--- config.mk ---
export PLATFORM = sky130hd
export DESIGN_NAME = debounce_multi
export DESIGN_NICKNAME = d
export VERILOG_FILES = /design/src/rtl/debounce_multi.sv
export SDC_FILE = /design/constraint.sdc
export NUM_CORES = 1
export LEC_CHECK = 0
export CELL_PAD_IN_SITES_DETAIL_PLACEMENT = 1
export CELL_PAD_IN_SITES_GLOBAL_PLACEMENT = 2
export CORE_MARGIN = 5
export CORE_UTILIZATION = 38
export CTS_BUF_LIST = sky130_fd_sc_hd__clkbuf_4 sky130_fd_sc_hd__clkbuf_8
export CTS_CLUSTER_DIAMETER = 60
export DETAILED_ROUTE_END_ITERATION = 12
export GPL_TIMING_DRIVEN = 1
export HOLD_SLACK_MARGIN = 0.1
export PLACE_DENSITY_LB_ADDON = 0.1
export SYNTH_ARGS = -nofsm -noshare
export SYNTH_HDL_FRONTEND = slang
export SYNTH_SLANG_ARGS = --single-unit
--- constraint.sdc ---
create_clock -name clk -period 2.1 [get_ports clk]
set_clock_uncertainty 0.1 [all_clocks]
set_input_delay 0.42 -clock clk [delete_from_list [all_inputs] [get_ports clk]]
set_output_delay 0.42 -clock clk [all_outputs]
set_load 0.02 [all_outputs]
--- src/rtl/debounce_multi.sv ---
// rtl/debounce_multi.sv - multi-channel button synchroniser, debouncer, press/release/long-press/repeat pulses
module debounce_multi #(
   parameter int NUM_BUTTONS       = 4,
   parameter int DEBOUNCE_CYCLES   = 20_000,
   parameter int LONG_PRESS_CYCLES = 5_000_000,
   parameter int REPEAT_CYCLES     = 1_000_000,
   parameter int ACTIVE_LOW        = 1
) (
   input  logic                   clk,
   input  logic                   rst_n,
   input  logic [NUM_BUTTONS-1:0] button_in,
   output logic [NUM_BUTTONS-1:0] button_state,
   output logic [NUM_BUTTONS-1:0] pressed_pulse,
   output logic [NUM_BUTTONS-1:0] released_pulse,
   output logic [NUM_BUTTONS-1:0] long_press_pulse,
   output logic [NUM_BUTTONS-1:0] repeat_pulse
);

   // Raw level of a released button, used as the synchroniser reset value
   localparam logic REL_LVL = (ACTIVE_LOW != 0);

   localparam int DEB_W  = (DEBOUNCE_CYCLES > 1) ? $clog2(DEBOUNCE_CYCLES) : 1;
   localparam int LONG_W = (LONG_PRESS_CYCLES > 1) ? $clog2(LONG_PRESS_CYCLES) : 1;
   localparam int REP_W  = (REPEAT_CYCLES > 1) ? $clog2(REPEAT_CYCLES) : 1;
   localparam int HOLD_W = (LONG_W > REP_W) ? LONG_W : REP_W;

   localparam logic [DEB_W-1:0]  DEB_TERM  = DEB_W'(DEBOUNCE_CYCLES - 1);
   localparam logic [HOLD_W-1:0] LONG_TERM = HOLD_W'(LONG_PRESS_CYCLES - 1);
   localparam logic [HOLD_W-1:0] REP_TERM  = (REPEAT_CYCLES > 0) ? HOLD_W'(REPEAT_CYCLES - 1) : '0;
   localparam logic              REP_EN    = (REPEAT_CYCLES > 0);

   logic [NUM_BUTTONS-1:0] sync_0;
   logic [NUM_BUTTONS-1:0] sync_1;

   // Two-flop synchroniser for every raw button line
   always_ff @(posedge clk or negedge rst_n) begin
      if (!rst_n) begin
         sync_0 <= {NUM_BUTTONS{REL_LVL}};
         sync_1 <= {NUM_BUTTONS{REL_LVL}};
      end else begin
         sync_0 <= button_in;
         sync_1 <= sync_0;
      end
   end

   genvar i;
   for (i = 0; i < NUM_BUTTONS; i++) begin : g_ch
      typedef enum logic [1:0] {ST_IDLE, ST_HOLD, ST_LONG, ST_REPEAT} state_t;

      state_t            state;
      state_t            state_nxt;
      logic [DEB_W-1:0]  deb_cnt;
      logic [HOLD_W-1:0] hold_cnt;
      logic [HOLD_W-1:0] hold_cnt_nxt;
      logic              level;
      logic              stable;
      logic              stable_d;
      logic              press_q;
      logic              rel_q;
      logic              long_fire;
      logic              rep_fire;
      logic              long_q;
      logic              rep_q;

      // Polarity-normalised synchronised level: 1 means pressed
      assign level = (ACTIVE_LOW != 0) ? ~sync_1[i] : sync_1[i];

      // Debounce filter: accept a new level only after an unbroken run of disagreeing cycles
      always_ff @(posedge clk or negedge rst_n) begin
         if (!rst_n) begin
            deb_cnt <= '0;
            stable  <= 1'b0;
         end else if (level == stable) begin
            deb_cnt <= '0;
         end else if (deb_cnt == DEB_TERM) begin
            stable  <= level;
            deb_cnt <= '0;
         end else begin
            deb_cnt <= deb_cnt + DEB_W'(1);
         end
      end

      // Edge detection on the debounced level gives registered press/release pulses
      always_ff @(posedge clk or negedge rst_n) begin
         if (!rst_n) begin
            stable_d <= 1'b0;
            press_q  <= 1'b0;
            rel_q    <= 1'b0;
         end else begin
            stable_d <= stable;
            press_q  <= stable & ~stable_d;
            rel_q    <= ~stable & stable_d;
         end
      end

      // Hold FSM state, hold counter and registered long/repeat pulses
      always_ff @(posedge clk or negedge rst_n) begin
         if (!rst_n) begin
            state    <= ST_IDLE;
            hold_cnt <= '0;
            long_q   <= 1'b0;
            rep_q    <= 1'b0;
         end else begin
            state    <= state_nxt;
            hold_cnt <= hold_cnt_nxt;
            long_q   <= long_fire;
            rep_q    <= rep_fire;
         end
      end

      // Hold FSM next state: release always returns to IDLE and clears the counter
      always_comb begin
         state_nxt    = state;
         hold_cnt_nxt = hold_cnt;
         if (!stable) begin
            state_nxt    = ST_IDLE;
            hold_cnt_nxt = '0;
         end else begin
            case (state)
               ST_IDLE: begin
                  state_nxt    = ST_HOLD;
                  hold_cnt_nxt = '0;
               end
               ST_HOLD: begin
                  if (hold_cnt == LONG_TERM) begin
                     state_nxt    = ST_LONG;
                     hold_cnt_nxt = '0;
                  end else begin
                     hold_cnt_nxt = hold_cnt + HOLD_W'(1);
                  end
               end
               ST_LONG, ST_REPEAT: begin
                  if (!REP_EN) begin
                     hold_cnt_nxt = '0;
                  end else if (hold_cnt == REP_TERM) begin
                     state_nxt    = ST_REPEAT;
                     hold_cnt_nxt = '0;
                  end else begin
                     hold_cnt_nxt = hold_cnt + HOLD_W'(1);
                  end
               end
               default: begin
                  state_nxt    = ST_IDLE;
                  hold_cnt_nxt = '0;
               end
            endcase
         end
      end

      // Hold FSM outputs: terminal counts while still pressed fire the long/repeat pulses
      always_comb begin
         long_fire = 1'b0;
         rep_fire  = 1'b0;
         if (stable) begin
            if (state == ST_HOLD && hold_cnt == LONG_TERM) begin
               long_fire = 1'b1;
            end
            if (REP_EN && (state == ST_LONG || state == ST_REPEAT) && hold_cnt == REP_TERM) begin
               rep_fire = 1'b1;
            end
         end
      end

      assign button_state[i]     = stable;
      assign pressed_pulse[i]    = press_q;
      assign released_pulse[i]   = rel_q;
      assign long_press_pulse[i] = long_q;
      assign repeat_pulse[i]     = rep_q;
   end

endmodule

==> impl_metrics.env <==
export IMPL_status="completed"
export IMPL_power_leakage_nw=4.113
export IMPL_drc=0
export IMPL_top_layer="met4"
export IMPL_r2r_start="g_ch[3].hold_cnt[0]"
export IMPL_cp_startpoint="g_ch[0].stable"
export IMPL_layout_drive_gt1_share_pct=12.06
export IMPL_synth_compound_area_share_pct=11.50
export IMPL_fmax_mhz=490.1
export IMPL_route_layer_met1_wl_mm=10.18
export IMPL_clkLatencyLatePin_ps=460
export IMPL_setup_viol=0
export IMPL_fp_dieW_microns=167.1
export IMPL_place_congestion=0.7850
export IMPL_dieArea_sq_mm=0.02791
export IMPL_regToRegSetupSlack_ps=90
export IMPL_synth_xor_area_share_pct=8.408
export IMPL_critPathBufInv=1
export IMPL_wl_per_cell_microns=16.58
export IMPL_syn_inst=942
export IMPL_grt_usage_pct=16.19
export IMPL_avgSynthCellArea_sq_um=9.952
export IMPL_synth_flop_cell="dfrtp_1"
export IMPL_seq_area_frac_synth_pct=51.35
export IMPL_maxSlewViolCount=0
export IMPL_path_depth=1
export IMPL_ys_ff_latch=192
export IMPL_slowest_delay_ps=640
export IMPL_antenna_found_initial=0
export IMPL_ctsLongestPathBuffers=2
export IMPL_cts_sinks=192
export IMPL_num_rows=57
export IMPL_synth_simple_area_share_pct=23.45
export IMPL_hold_viol=0
export IMPL_rr_endpoint="g_ch[3].hold_cnt[20]"
export IMPL_critPathTopFamily="buffers and inverters"
export IMPL_rsz0062_at_grt="false"
export IMPL_diodes=0
export IMPL_drv_cap=0
export IMPL_num_fill_cells=2721
export IMPL_hold_path_class="input port to flip-flop"
export IMPL_ant_nets=0
export IMPL_start_util_pct=38.55
export IMPL_via_per_inst=5.492
export IMPL_layout_commonest_cell="dfrtp_1"
export IMPL_drt_wl_total_mm=22.00
export IMPL_clock_root_buffer="clkbuf_8"
export IMPL_final_cell_mix="182 x dfrtp_1, 74 x nor2_1, 59 x buf_4, 55 x nand4_1, 54 x a21oi_1"
export IMPL_io_buffers=25
export IMPL_synthesis_nets=956
export IMPL_syn_to_final_growth_pct=13.64
export IMPL_finalCritPeriodShare_pct=97.16
export IMPL_overflow=0
export IMPL_slew_headroom_pct=64.10
export IMPL_grt_max_degree=50
export IMPL_power_density_mw_per_mm2=576.9
export IMPL_postPlaceCellArea_sq_mm=0.01021
export IMPL_min_period_ps=2040
export IMPL_synthMuxAreaShare_pct=0.1068
export IMPL_tightest_slew_ps=533.6
export IMPL_critical_path_max_fanout=2
export IMPL_netlist_area_sq_mm=0.009375
export IMPL_crit_path_start_kind="flip-flop"
export IMPL_ys_types=49
export IMPL_crit_path_end="button_state[0]"
export IMPL_grt_pass1_wl_mm=38.27
export IMPL_initialDrtViolationCount=411
export IMPL_io_pins=26
export IMPL_final_nets=1004
export IMPL_clk_pin_slew_ps=100
export IMPL_grt_pass1_vias=7836
export IMPL_final_setup_worst_slack_ps=59.55
export IMPL_post_place_ws_ps=-50.38
export IMPL_arrival_ps=1520
export IMPL_ys_async_sr_fraction_pct=100.0
export IMPL_die_height_microns=167.1
export IMPL_synth_top_family_by_area="simple AND/OR/NAND/NOR gates"
export IMPL_crit_slowest_cell="clkdlybuf4s50_1"
export IMPL_crit_type="flip-flop to primary output"
export IMPL_final_area_sq_mm=0.01065
export IMPL_worstRegToRegCells=5
export IMPL_ir_worst_vdd_mv=0.3599
export IMPL_dr_pass1_iters=4
export IMPL_vias=7288
export IMPL_cts_tree="yes"
export IMPL_core_sq_mm=0.02432
export IMPL_wl_met3_microns=447
export IMPL_cts_buffers=17
export IMPL_dpl_hpwl_mm=15.70
export IMPL_critical_path_required_ps=1580
export IMPL_h_tree_depth=4
export IMPL_path_cells="clkdlybuf4s50_1"
export IMPL_met2_length_mm=11.22
export IMPL_synth_edff_count=0
export IMPL_crit_path_end_kind="primary output"
export IMPL_synthAdderAreaFrac_pct=1.068
export IMPL_yosys_warnings=0
where the power goes:
part	total (W)	internal, W	switching (W)
Combinational	0.000173	0.0000535	0.000119
Sequential	0.00375	0.00373	0.0000258
Clock	0.00222	0.000881	0.00134
Total	0.00615	0.00466	0.00149
worst min path at each step:
stage | startpoint | to | slack [ps] | cells past startpoint
2_1_floorplan | rst_n | g_ch[0].deb_cnt[0] | 20 | 0
3_3_place_gp | sync_0[2] | sync_1[2] | 250 | 0
3_5_place_dp | sync_0[2] | sync_1[2] | 250 | 0
4_1_cts | button_in[3] | sync_0[3] | 220 | 1
5_1_grt | button_in[3] | sync_0[3] | 210 | 1
6_report | button_in[3] | sync_0[3] | 250 | 1
cell usage after synthesis, types with 2 or more instances:
| master | number | share of area (%) |
|---|---|---|
| dfstp_2 | 8 | 2.2 |
| a21boi_0 | 4 | 0.32 |
| and4_1 | 16 | 1.5 |
| nand4_1 | 55 | 3.7 |
| o2bb2a_1 | 2 | 0.21 |
| a21oi_1 | 54 | 2.9 |
| nor3_1 | 19 | 1.0 |
| nand3_1 | 53 | 2.8 |
| o211a_1 | 2 | 0.21 |
| nor2_1 | 74 | 3.0 |
| o21bai_1 | 3 | 0.24 |
| o21ai_0 | 37 | 2.0 |
| nand2_1 | 51 | 2.0 |
| inv_1 | 21 | 0.84 |
| nand2b_1 | 6 | 0.40 |
| xor2_1 | 51 | 4.8 |
| o211ai_1 | 3 | 0.24 |
| or2_2 | 3 | 0.20 |
| nor2b_1 | 6 | 0.40 |
| clkbuf_1 | 32 | 1.3 |
| or3_1 | 39 | 2.6 |
| and3_1 | 14 | 0.93 |
| o21a_1 | 3 | 0.24 |
| buf_1 | 3 | 0.12 |
| a22oi_1 | 40 | 3.2 |
| ha_1 | 8 | 1.1 |
| buf_4 | 20 | 1.6 |
| nor4_1 | 20 | 1.3 |
| nor4bb_1 | 3 | 0.32 |
| nor4b_1 | 9 | 0.84 |
| dfrtp_1 | 184 | 49 |
| buf_2 | 5 | 0.27 |
| and2_1 | 11 | 0.73 |
| xnor2_1 | 39 | 3.6 |
| o31ai_1 | 15 | 1.2 |
| or4_1 | 16 | 1.3 |
metal layers:
| layer | vias to the layer above | global-route usage, % |
|---|---|---|
| met1 | 3705 | 21.39 |
| met5 | - | 0 |
| met2 | 62 | 27.90 |
| met3 | 14 | 2.963 |
| met4 | 0 | 3.522 |
| li1 | 3507 | - |
logic make-up after synthesis:
| family | Yosys count |
|---|---|
| and+or+nand+nor | 398 |
| DFF | 192 |
| AOI/OAI and AO/OA | 172 |
| xor gates and xnor gates | 90 |
| buffers and inverters | 81 |
| adders and majority gates | 8 |
| muxes | 1 |
sequential cells by signal, summed over array words and instances, names as in the netlist:
| signal | count |
|---|---|
| g_ch.deb_cnt | 60 |
| g_ch.stable_d | 4 |
| g_ch.hold_cnt | 92 |
| g_ch.state | 8 |
| g_ch.rep_q | 4 |
| g_ch.press_q | 4 |
| sync_0 | 4 |
| sync_1 | 4 |
| g_ch.stable | 4 |
| g_ch.long_q | 4 |
| g_ch.rel_q | 4 |
worst reg2reg max path, delay by kind of cell (launching register included):
| kind | cells | cell delay, ps |
|---|---|---|
| AOI/OAI and AO/OA | 1 | 150 |
| adders and majority gates | 1 | 180 |
| DFF | 1 | 390 |
| and+or+nand+nor | 3 | 1110 |
through the flow:
stage               cells  TNS (ps)  total power (W)  hold WS [ps]  util, %
global route         1327         0         0.006435         212.9    43.81
CTS                  1322         0         0.006271         215.7    43.46
finish               1327         0         0.006146         254.1    43.81
floorplan             942         0         0.003871         24.41        -
global placement     1289         0         0.003995         246.1    41.98
detailed placement   1289    -86.97         0.004006         247.5    41.98
repair_timing:
action,in CTS,in global routing
pin swaps,0,3
resized for setup,4,11
endpoints found under the setup margin,5,43
hold buffers,1,0
hold endpoints to repair,42,0
buffers inserted,0,5
cell type report:
type,count,area (sq um),area share (%)
Clock buffer,20,262.8,2.466
Clock inverter,12,86.33,0.8103
Inverter,21,78.83,0.7399
Multi-Input combinational cell,669,4228,39.68
Sequential cell,192,4817,45.21
Tap cell,324,405.4,3.805
Timing Repair Buffer,89,775.7,7.281
No activity file was read; power rests on OpenSTA's default activity.
